===== config.mk =====
export PLATFORM = sky130hd
export DESIGN_NAME = frac_norm
export DESIGN_NICKNAME = d
export VERILOG_FILES = /design/src/rtl/fp_pkg.sv /design/src/rtl/fp_norm_step.sv /design/src/rtl/frac_norm.sv
export SDC_FILE = /design/constraint.sdc
export NUM_CORES = 1
export LEC_CHECK = 0
export CELL_PAD_IN_SITES_DETAIL_PLACEMENT = 1
export CELL_PAD_IN_SITES_GLOBAL_PLACEMENT = 2
export CORE_MARGIN = 1
export CORE_UTILIZATION = 32
export DETAILED_ROUTE_END_ITERATION = 7
export PLACE_DENSITY = 0.9
export SLEW_MARGIN = 20
export SYNTH_ARGS = -nofsm -noshare
export SYNTH_HDL_FRONTEND = slang
export SYNTH_SLANG_ARGS = --single-unit

===== constraint.sdc =====
create_clock -name clk -period 3.04 [get_ports clk]
set_clock_uncertainty 0.1 [all_clocks]
set_input_delay 0.608 -clock clk [delete_from_list [all_inputs] [get_ports clk]]
set_output_delay 0.608 -clock clk [all_outputs]
set_load 0.05 [all_outputs]

===== src/rtl/fp_pkg.sv =====
// Shared constants and types for the 9-bit minifloat datapath.
package fp_pkg;

    localparam int EXP_W    = 4;
    localparam int FRAC_W   = 4;
    localparam int EXP_BIAS = 7;
    localparam int EXP_INF  = 15;
    localparam int EXP_ZERO = 0;

    typedef enum logic [1:0] {
        IDLE = 2'd0,
        NORM = 2'd1,
        DONE = 2'd2
    } norm_state_t;

endpackage


===== src/rtl/fp_norm_step.sv =====
// One normalization step: given the working mantissa and exponent, produce
// the next pair plus a done flag and the result classification flags.
module fp_norm_step #(
    parameter int EXP_W  = fp_pkg::EXP_W,
    parameter int FRAC_W = fp_pkg::FRAC_W
) (
    input  logic [FRAC_W+1:0] m,
    input  logic [EXP_W-1:0]  e,
    output logic [FRAC_W+1:0] m_next,
    output logic [EXP_W-1:0]  e_next,
    output logic              done,
    output logic              zero,
    output logic              ovf,
    output logic              unf
);

    localparam int MW = FRAC_W + 2;
    // All-ones exponent (infinity), extended by one bit for the carry compare.
    localparam logic [EXP_W:0] INF_EXT = {1'b0, {EXP_W{1'b1}}};

    logic [EXP_W:0] e_inc;

    assign e_inc = {1'b0, e} + (EXP_W+1)'(1);

    // Priority-ordered step rules: zero, carry, normalized, left shift / flush.
    always_comb begin
        m_next = m;
        e_next = e;
        done   = 1'b0;
        zero   = 1'b0;
        ovf    = 1'b0;
        unf    = 1'b0;
        if (e == '0 || m == '0) begin
            done   = 1'b1;
            zero   = 1'b1;
            unf    = (e == '0) && (m != '0);
            m_next = '0;
            e_next = '0;
        end else if (m[MW-1]) begin
            done   = 1'b1;
            m_next = m >> 1;
            e_next = e_inc[EXP_W-1:0];
            // Saturate on reaching the reserved exponent: infinity, fraction 0.
            if (e_inc >= INF_EXT) begin
                ovf    = 1'b1;
                e_next = '1;
                m_next = {2'b01, {FRAC_W{1'b0}}};
            end
        end else if (m[MW-2]) begin
            done = 1'b1;
        end else if (e == EXP_W'(1)) begin
            done   = 1'b1;
            zero   = 1'b1;
            unf    = 1'b1;
            m_next = '0;
            e_next = '0;
        end else begin
            m_next = m << 1;
            e_next = e - EXP_W'(1);
        end
    end

endmodule


===== src/rtl/frac_norm.sv =====
// Post-add normalizer: accepts a raw mantissa sum and common exponent,
// normalizes one shift per clock and returns the packed result via valid/ready.
module frac_norm
    import fp_pkg::*;
#(
    parameter int EXP_W  = fp_pkg::EXP_W,
    parameter int FRAC_W = fp_pkg::FRAC_W
) (
    input  logic              clk,
    input  logic              rst,
    input  logic              in_valid,
    output logic              in_ready,
    input  logic              in_sign,
    input  logic [EXP_W-1:0]  in_exp,
    input  logic [FRAC_W+1:0] in_mant,
    output logic              out_valid,
    input  logic              out_ready,
    output logic              out_sign,
    output logic [EXP_W-1:0]  out_exp,
    output logic [FRAC_W-1:0] out_frac,
    output logic              out_ovf,
    output logic              out_unf,
    output logic              out_zero
);

    norm_state_t state, state_next;

    logic              sign_r;
    logic [FRAC_W+1:0] m_r;
    logic [EXP_W-1:0]  e_r;

    logic [FRAC_W+1:0] step_m;
    logic [EXP_W-1:0]  step_e;
    logic              step_done;
    logic              step_zero;
    logic              step_ovf;
    logic              step_unf;

    fp_norm_step #(
        .EXP_W  (EXP_W),
        .FRAC_W (FRAC_W)
    ) u_step (
        .m      (m_r),
        .e      (e_r),
        .m_next (step_m),
        .e_next (step_e),
        .done   (step_done),
        .zero   (step_zero),
        .ovf    (step_ovf),
        .unf    (step_unf)
    );

    assign in_ready  = (state == IDLE);
    assign out_valid = (state == DONE);

    // State register.
    always_ff @(posedge clk) begin
        if (rst) begin
            state <= IDLE;
        end else begin
            state <= state_next;
        end
    end

    // Next-state logic: accept, iterate until the step reports done, hand off.
    always_comb begin
        state_next = state;
        case (state)
            IDLE:    if (in_valid)  state_next = NORM;
            NORM:    if (step_done) state_next = DONE;
            DONE:    if (out_ready) state_next = IDLE;
            default: state_next = IDLE;
        endcase
    end

    // Working registers and result registers; results load only on the final step.
    always_ff @(posedge clk) begin
        if (rst) begin
            sign_r   <= 1'b0;
            m_r      <= '0;
            e_r      <= '0;
            out_sign <= 1'b0;
            out_exp  <= '0;
            out_frac <= '0;
            out_ovf  <= 1'b0;
            out_unf  <= 1'b0;
            out_zero <= 1'b0;
        end else begin
            case (state)
                IDLE: begin
                    if (in_valid) begin
                        sign_r <= in_sign;
                        m_r    <= in_mant;
                        e_r    <= in_exp;
                    end
                end
                NORM: begin
                    m_r <= step_m;
                    e_r <= step_e;
                    if (step_done) begin
                        out_sign <= sign_r & ~step_zero;
                        out_exp  <= step_e;
                        out_frac <= step_m[FRAC_W-1:0];
                        out_ovf  <= step_ovf;
                        out_unf  <= step_unf;
                        out_zero <= step_zero;
                    end
                end
                default: ;
            endcase
        end
    end

endmodule


### Word-level counts from Yosys, hierarchy flattened

Cells that the tools add are included.

* bits in read-only memories: 0
* memories: 0
* logic and storage cells: 61
* output and inout port bits: 14
* bits in latches: 0
* bits in writable memories: 0
* input bits: 15
* bits in registers: 25

* reductions and logical operators: 11
* add/sub/neg operators: 2
* multipliers: 0
* div/mod/pow operators: 0
* shifts and indexed selects: 0
* bitwise operators: 2
* $lt $le $gt $ge: 1
* equal/unequal tests: 6
* muxes and demuxes: 29

Operators with widths (count)
* two-way mux 4 bit: 7
* two-way mux 6 bit: 4
* case mux 6 bit (2 select lines): 1
* two-way mux 1 bit: 11
* case mux 4 bit (2 select lines): 1
* zero test 6 bit: 1
* two-way mux 2 bit: 3
* case mux 2 bit (3 select lines): 1
* AND reduction 2 bit: 3
* nonzero test 6 bit: 1
* adder 4 x 1 -> 5 bit, second input constant: 1
* greater-or-equal comparator 5 x 4 -> 1 bit, second input constant: 1
* two-way mux 5 bit: 1
* == test 4 x 1 -> 1 bit, second input constant: 1
* zero test 4 bit: 1
* != test 2 bit, second input constant: 2
* subtractor 4 x 1 -> 4 bit, second input constant: 1
* AND reduction 3 bit: 1
* == test 2 x 1 -> 1 bit, second input constant: 1
* == test 2 bit, second input constant: 1
* zero test 2 bit: 1
* != test 2 x 1 -> 1 bit, second input constant: 1
* nonzero test 2 bit: 1
* AND 1 bit: 1
* other kinds (3): 3

### Depth between registers and ports, before layout

* depth in word-level cells: 7
* depth in mapped cells: 8
* depth with buffers taken out: 7

### Hierarchy

From an unflattened synthesis, not the netlist that was laid out.

* cells, all modules: 182
* area, all modules: 1582.8 sq um

Modules (own cells, without submodules)
* frac_norm: instances 1, area each 1109.8 sq um, seq. area each 500.5 sq um, cells an instance 113
* fp_norm_step: instances 1, area each 473.0 sq um, seq. area each 0.0 sq um, cells an instance 69

### Least setup slack after synthesis

No wires, ideal clock.

* path type: register to register
* from: reg e_r[0]
* to: reg out_exp[1]
* buffers on the path: 1
* clock period less this slack: 2.071 ns
* data arrival time: 1.903 ns
* setup time: 0.069 ns
* cell stages (with the launch flop): 9
* required time: 2.871 ns
* setup slack: 0.969 ns
* path through: dfxtp_1 > buf_2 > inv_1 > ha_1 > nor2_1 > a2111oi_2 > o21ai_0 > a311o_1 > o21ai_1

* longest elaborated chain between the ends: 6
* elaborated cells between the ends (all ways): 16
* those cells by class: add/sub: 2; order compare: 1; eq/ne: 1; mux: 9; reduce/logical: 3

RTL lines
* from (decl): line frac_norm.sv:30 `logic [EXP_W-1:0] e_r;`
* from (signal assigned): line frac_norm.sv:94 `e_r <= in_exp;`
* from (signal assigned): line frac_norm.sv:99 `e_r <= step_e;`
* parallel branches: the longest is 6 deep, another holds adder 4 x 1 -> 5 bit
* to (signal assigned): line frac_norm.sv:102 `out_exp <= step_e;`
* to (decl): line frac_norm.sv:19 `output logic [EXP_W-1:0] out_exp,`

Several ways; the timed one is not identified.
A chain may end at the register's enable or synchronous reset.

### Worst setup path in the final report

* from: reg e_r[1]
* to: reg out_frac[3]

* longest elaborated chain between the ends: 6
* elaborated cells between the ends (all ways): 15
* those cells by class: add/sub: 1; order compare: 1; eq/ne: 1; mux: 9; reduce/logical: 3

RTL lines
* parallel branches: the longest is 6 deep, another holds adder 4 x 1 -> 5 bit
* to (signal assigned): line frac_norm.sv:103 `out_frac <= step_m[FRAC_W-1:0];`
* to (decl): line frac_norm.sv:20 `output logic [FRAC_W-1:0] out_frac,`

Several ways; the timed one is not identified.

==> results.py <==
metrics = {
    "worst_setup_path": {
        "worst-endpoint-arrival_ns": 2.53,
        "crit_chain": "inv_1 -> ha_1 -> nor3b_1 -> nor2_1 -> or3_1 -> o31a_1 -> a31oi_1",
        "timing.critical_path.required_ns": 3.14,
        "reg2regPathDepth": 7,
        "cp_slowest_cell": "sky130_fd_sc_hd__nor3b_1",
        "path_depth": 7,
        "crit_path_start_kind": "register",
        "crit_path_end_kind": "register",
        "timing.critical_path.buf_inv": 1,
        "path_delay_family": "simple AND/OR/NAND/NOR gates",
        "path_max_fanout": 8,
        "critPathMaxStageDelay_ns": 0.61,
        "class_of_the_most_critical_setup_path": "reg2reg",
    },
    "cts": {
        "postCtsSetupRepairBufs": 0,
        "clock-root-buffer": "sky130_fd_sc_hd__clkbuf_8",
        "clock_tree_buffer_depth": 2,
        "number_of_buffers_inserted_during_clock_tree_synthesis": 3,
        "clock_tree.htree_level_count": 1,
        "cts_tree": "yes",
        "ctsHoldBuffers": 0,
        "cts_repair_resize_count": 0,
        "clk_pin_slew_ns": 0.09,
        "clock_sink_count": 25,
        "clk_latency_ns": 0.27,
    },
    "drt": {
        "totalWireLength_um": 4440,
        "final_antenna_net_count": 0,
        "detail_route.first_pass.iterations": 6,
        "viasPerCell": 5.55,
        "route.detailed.wl_per_inst_um": 16.2,
        "routed-via-count": 1515,
        "first_iter_violations": 93,
        "drc": 0,
    },
    "power_and_ir_drop": {
        "switching_share": 0.371,
        "power_switching_w": 0.000337,
        "clkPwrFrac": 0.218,
        "p_int_w": 0.000572,
        "ir_worst_vdd_uv": 306,
        "leakage_nw": 0.657,
        "power_frac_comb": 0.366,
        "power_frac_seq": 0.416,
        "pwr_density_cell_nw_per_um2": 475,
    },
    "timing": {
        "drv_slew": 0,
        "finalHoldViolCount": 0,
        "maxClockFrequency_ghz": 0.412,
        "layout_min_cycle_time_ns": 2.43,
        "setup_viol_count_final": 0,
        "max_slew.worst_pin.slew_ns": 0.878,
        "min_period_over_period": 0.799,
        "setup_repair_after_global_routing_missed_its_margin": "no",
        "tns_ns": 0,
        "worst_slew_margin_rel": 0.410,
    },
    "placed_design": {
        "dpl.hpwl_um": 3330,
        "globalplace.congestion": 0.827,
        "io_buffer_count": 28,
    },
    "yosys": {
        "postSynthNetCount": 213,
        "ys_types": 50,
        "number_of_synthesized_flops_with_an_enable_pin": 0,
        "synth_area_per_cell_um2": 7.84,
        "synth_ff_type": "sky130_fd_sc_hd__dfxtp_1",
        "yosysWarnings": 0,
        "most_frequent_cells_after_synthesis": "sky130_fd_sc_hd__dfxtp_1, sky130_fd_sc_hd__nand2_1, sky130_fd_sc_hd__nor2_1",
        "yosys_register_bits": 25,
        "syn-instance-count": 194,
        "summed_instance_area_of_the_synthesized_netlist_um2": 1520,
        "synth.most_common_cell": "sky130_fd_sc_hd__dfxtp_1",
        "synth.top_cells.by_area": "sky130_fd_sc_hd__dfxtp_1, sky130_fd_sc_hd__nand2_1, sky130_fd_sc_hd__nor2_1",
        "async_flop_share": 0,
        "yosys.area.top_type_share": 0.329,
        "synth.largest_area_cell": "sky130_fd_sc_hd__dfxtp_1",
        "synth.yosys.seq_area_share": 0.329,
    },
    "global_route": {
        "vias_in_the_first_global_route": 1543,
        "grt_antenna_before_repair": 0,
        "global_route.overflow_total": 0,
        "grt.total_usage": 0.189,
        "grt_start_max_net_pins": 28,
        "wire_length_of_the_first_global_routing_pass_um": 7650,
    },
    "die": {
        "die_width_um": 70.9,
        "fp.dieH_um": 70.9,
        "num_io_pins": 29,
        "design.die.area_um2": 5030,
        "floorplan.core_area_um2": 4470,
        "floorplan.rows": 24,
        "initial_core_util": 0.340,
    },
    "final_layout": {
        "n_antenna_cell": 0,
        "final_nets": 241,
        "filler_cell_count_in_the_final_layout": 565,
        "flow.area_growth_from_synthesis_pct": 25.9,
        "final_util": 0.428,
        "post_route_cells_drive_above_1_share": 0.0769,
    },
    "min_path": {
        "min_delay_path_depth": 2,
        "worst_hold_path_type": "reg2reg",
    },
    "status": {
        "run_status": "complete, no violations",
    },
    "run": {
        "drv.max_cap_violation_count": 0,
    },
}
-- metal layers --
layer	vias to the layer above	GRT usage	wire length (µm)
met4	0	0.0267	52
met1	712	0.257	2150
li1	766	-	-
met3	6	0.0356	154
met5	-	0	0
met2	31	0.322	2080
-- cells in the final DEF, fill, tap and decap left out, types with 5 or more instances in the layout --
| cell | Yosys | layout |
|---|---|---|
| sky130_fd_sc_hd__clkdlybuf4s50_1 | 0 | 28 |
| sky130_fd_sc_hd__dfxtp_1 | 25 | 25 |
| sky130_fd_sc_hd__nand2_1 | 21 | 21 |
| sky130_fd_sc_hd__nor2_1 | 18 | 18 |
| sky130_fd_sc_hd__a21oi_1 | 12 | 12 |
| sky130_fd_sc_hd__o21ai_0 | 9 | 9 |
| sky130_fd_sc_hd__buf_4 | 1 | 9 |
| sky130_fd_sc_hd__nor2b_1 | 7 | 7 |
| sky130_fd_sc_hd__nand3_1 | 7 | 7 |
| sky130_fd_sc_hd__inv_1 | 6 | 6 |
| sky130_fd_sc_hd__nor3b_1 | 6 | 6 |
| sky130_fd_sc_hd__nor3_1 | 6 | 6 |
| sky130_fd_sc_hd__and3_1 | 5 | 5 |
-- stage by stage --
step | setup slack [ns] | power [W] | std cells | hold slack, ns | cell area (µm²)
2_1_floorplan | 0.969 | 0.000606 | 194 | 0.337 | 1520
3_3_place_gp | 0.520 | 0.000706 | 269 | 0.337 | 1860
3_5_place_dp | 0.368 | 0.000712 | 269 | 0.343 | 1860
4_1_cts | 0.342 | 0.000912 | 273 | 0.364 | 1900
5_1_grt | 0.417 | 0.000963 | 273 | 0.392 | 1910
6_report | 0.612 | 0.000909 | 273 | 0.355 | 1910
-- cell type report --
cell class / count / area (µm²) / area share
multi-input combinational: 149 / 932 / 0.487
sequential: 25 / 500 / 0.261
timing repair buffer: 37 / 348 / 0.182
tap: 52 / 65.1 / 0.0340
clock buffer: 3 / 41.3 / 0.0216
inverter: 6 / 22.5 / 0.0118
clock inverter: 1 / 5.00 / 0.00261
-- final timing paths --
check                 to  slack, ns   startpoint
max          out_frac[3]       0.61       e_r[1]
min          out_frac[0]       0.35  out_frac[0]
min reg2reg  out_frac[0]       0.35  out_frac[0]
max reg2reg  out_frac[3]       0.61       e_r[1]
-- cells by family after synthesis --
kind of cell / Yosys count / share of synthesized area
XOR/XNOR: 1 / 0.00576
adder cells (fa/ha/maj): 4 / 0.0329
flip-flops: 25 / 0.329
multiplexers: 2 / 0.0132
AO/OA/AOI/OAI: 56 / 0.263
buffers and inverters: 20 / 0.0650
AND/OR/NAND/NOR: 86 / 0.291
-- power by group through the flow --
stage	clock, W	combinational, W	sequential (W)
global route	0.000217	0.000364	0.000382
floorplan	0	0.000211	0.000395
CTS	0.000205	0.000329	0.000378
global placement	0	0.000322	0.000385
detailed placement	0	0.000326	0.000386
finish	0.000199	0.000332	0.000378
-- tightest hold or removal path: stages (launching register included) --
cell and delay (ns):
sky130_fd_sc_hd__dfxtp_1 0.33, sky130_fd_sc_hd__nand2_1 0.04, sky130_fd_sc_hd__o21ai_0 0.05
-- flip-flops by register name (all words and copies together) (netlist names) --
register / cells
out_unf: 1
sign_r: 1
out_zero: 1
e_r: 4
out_frac: 4
state: 2
out_ovf: 1
out_exp: 4
m_r: 6
out_sign: 1
Note: power is estimated with default switching activity, not from simulation.
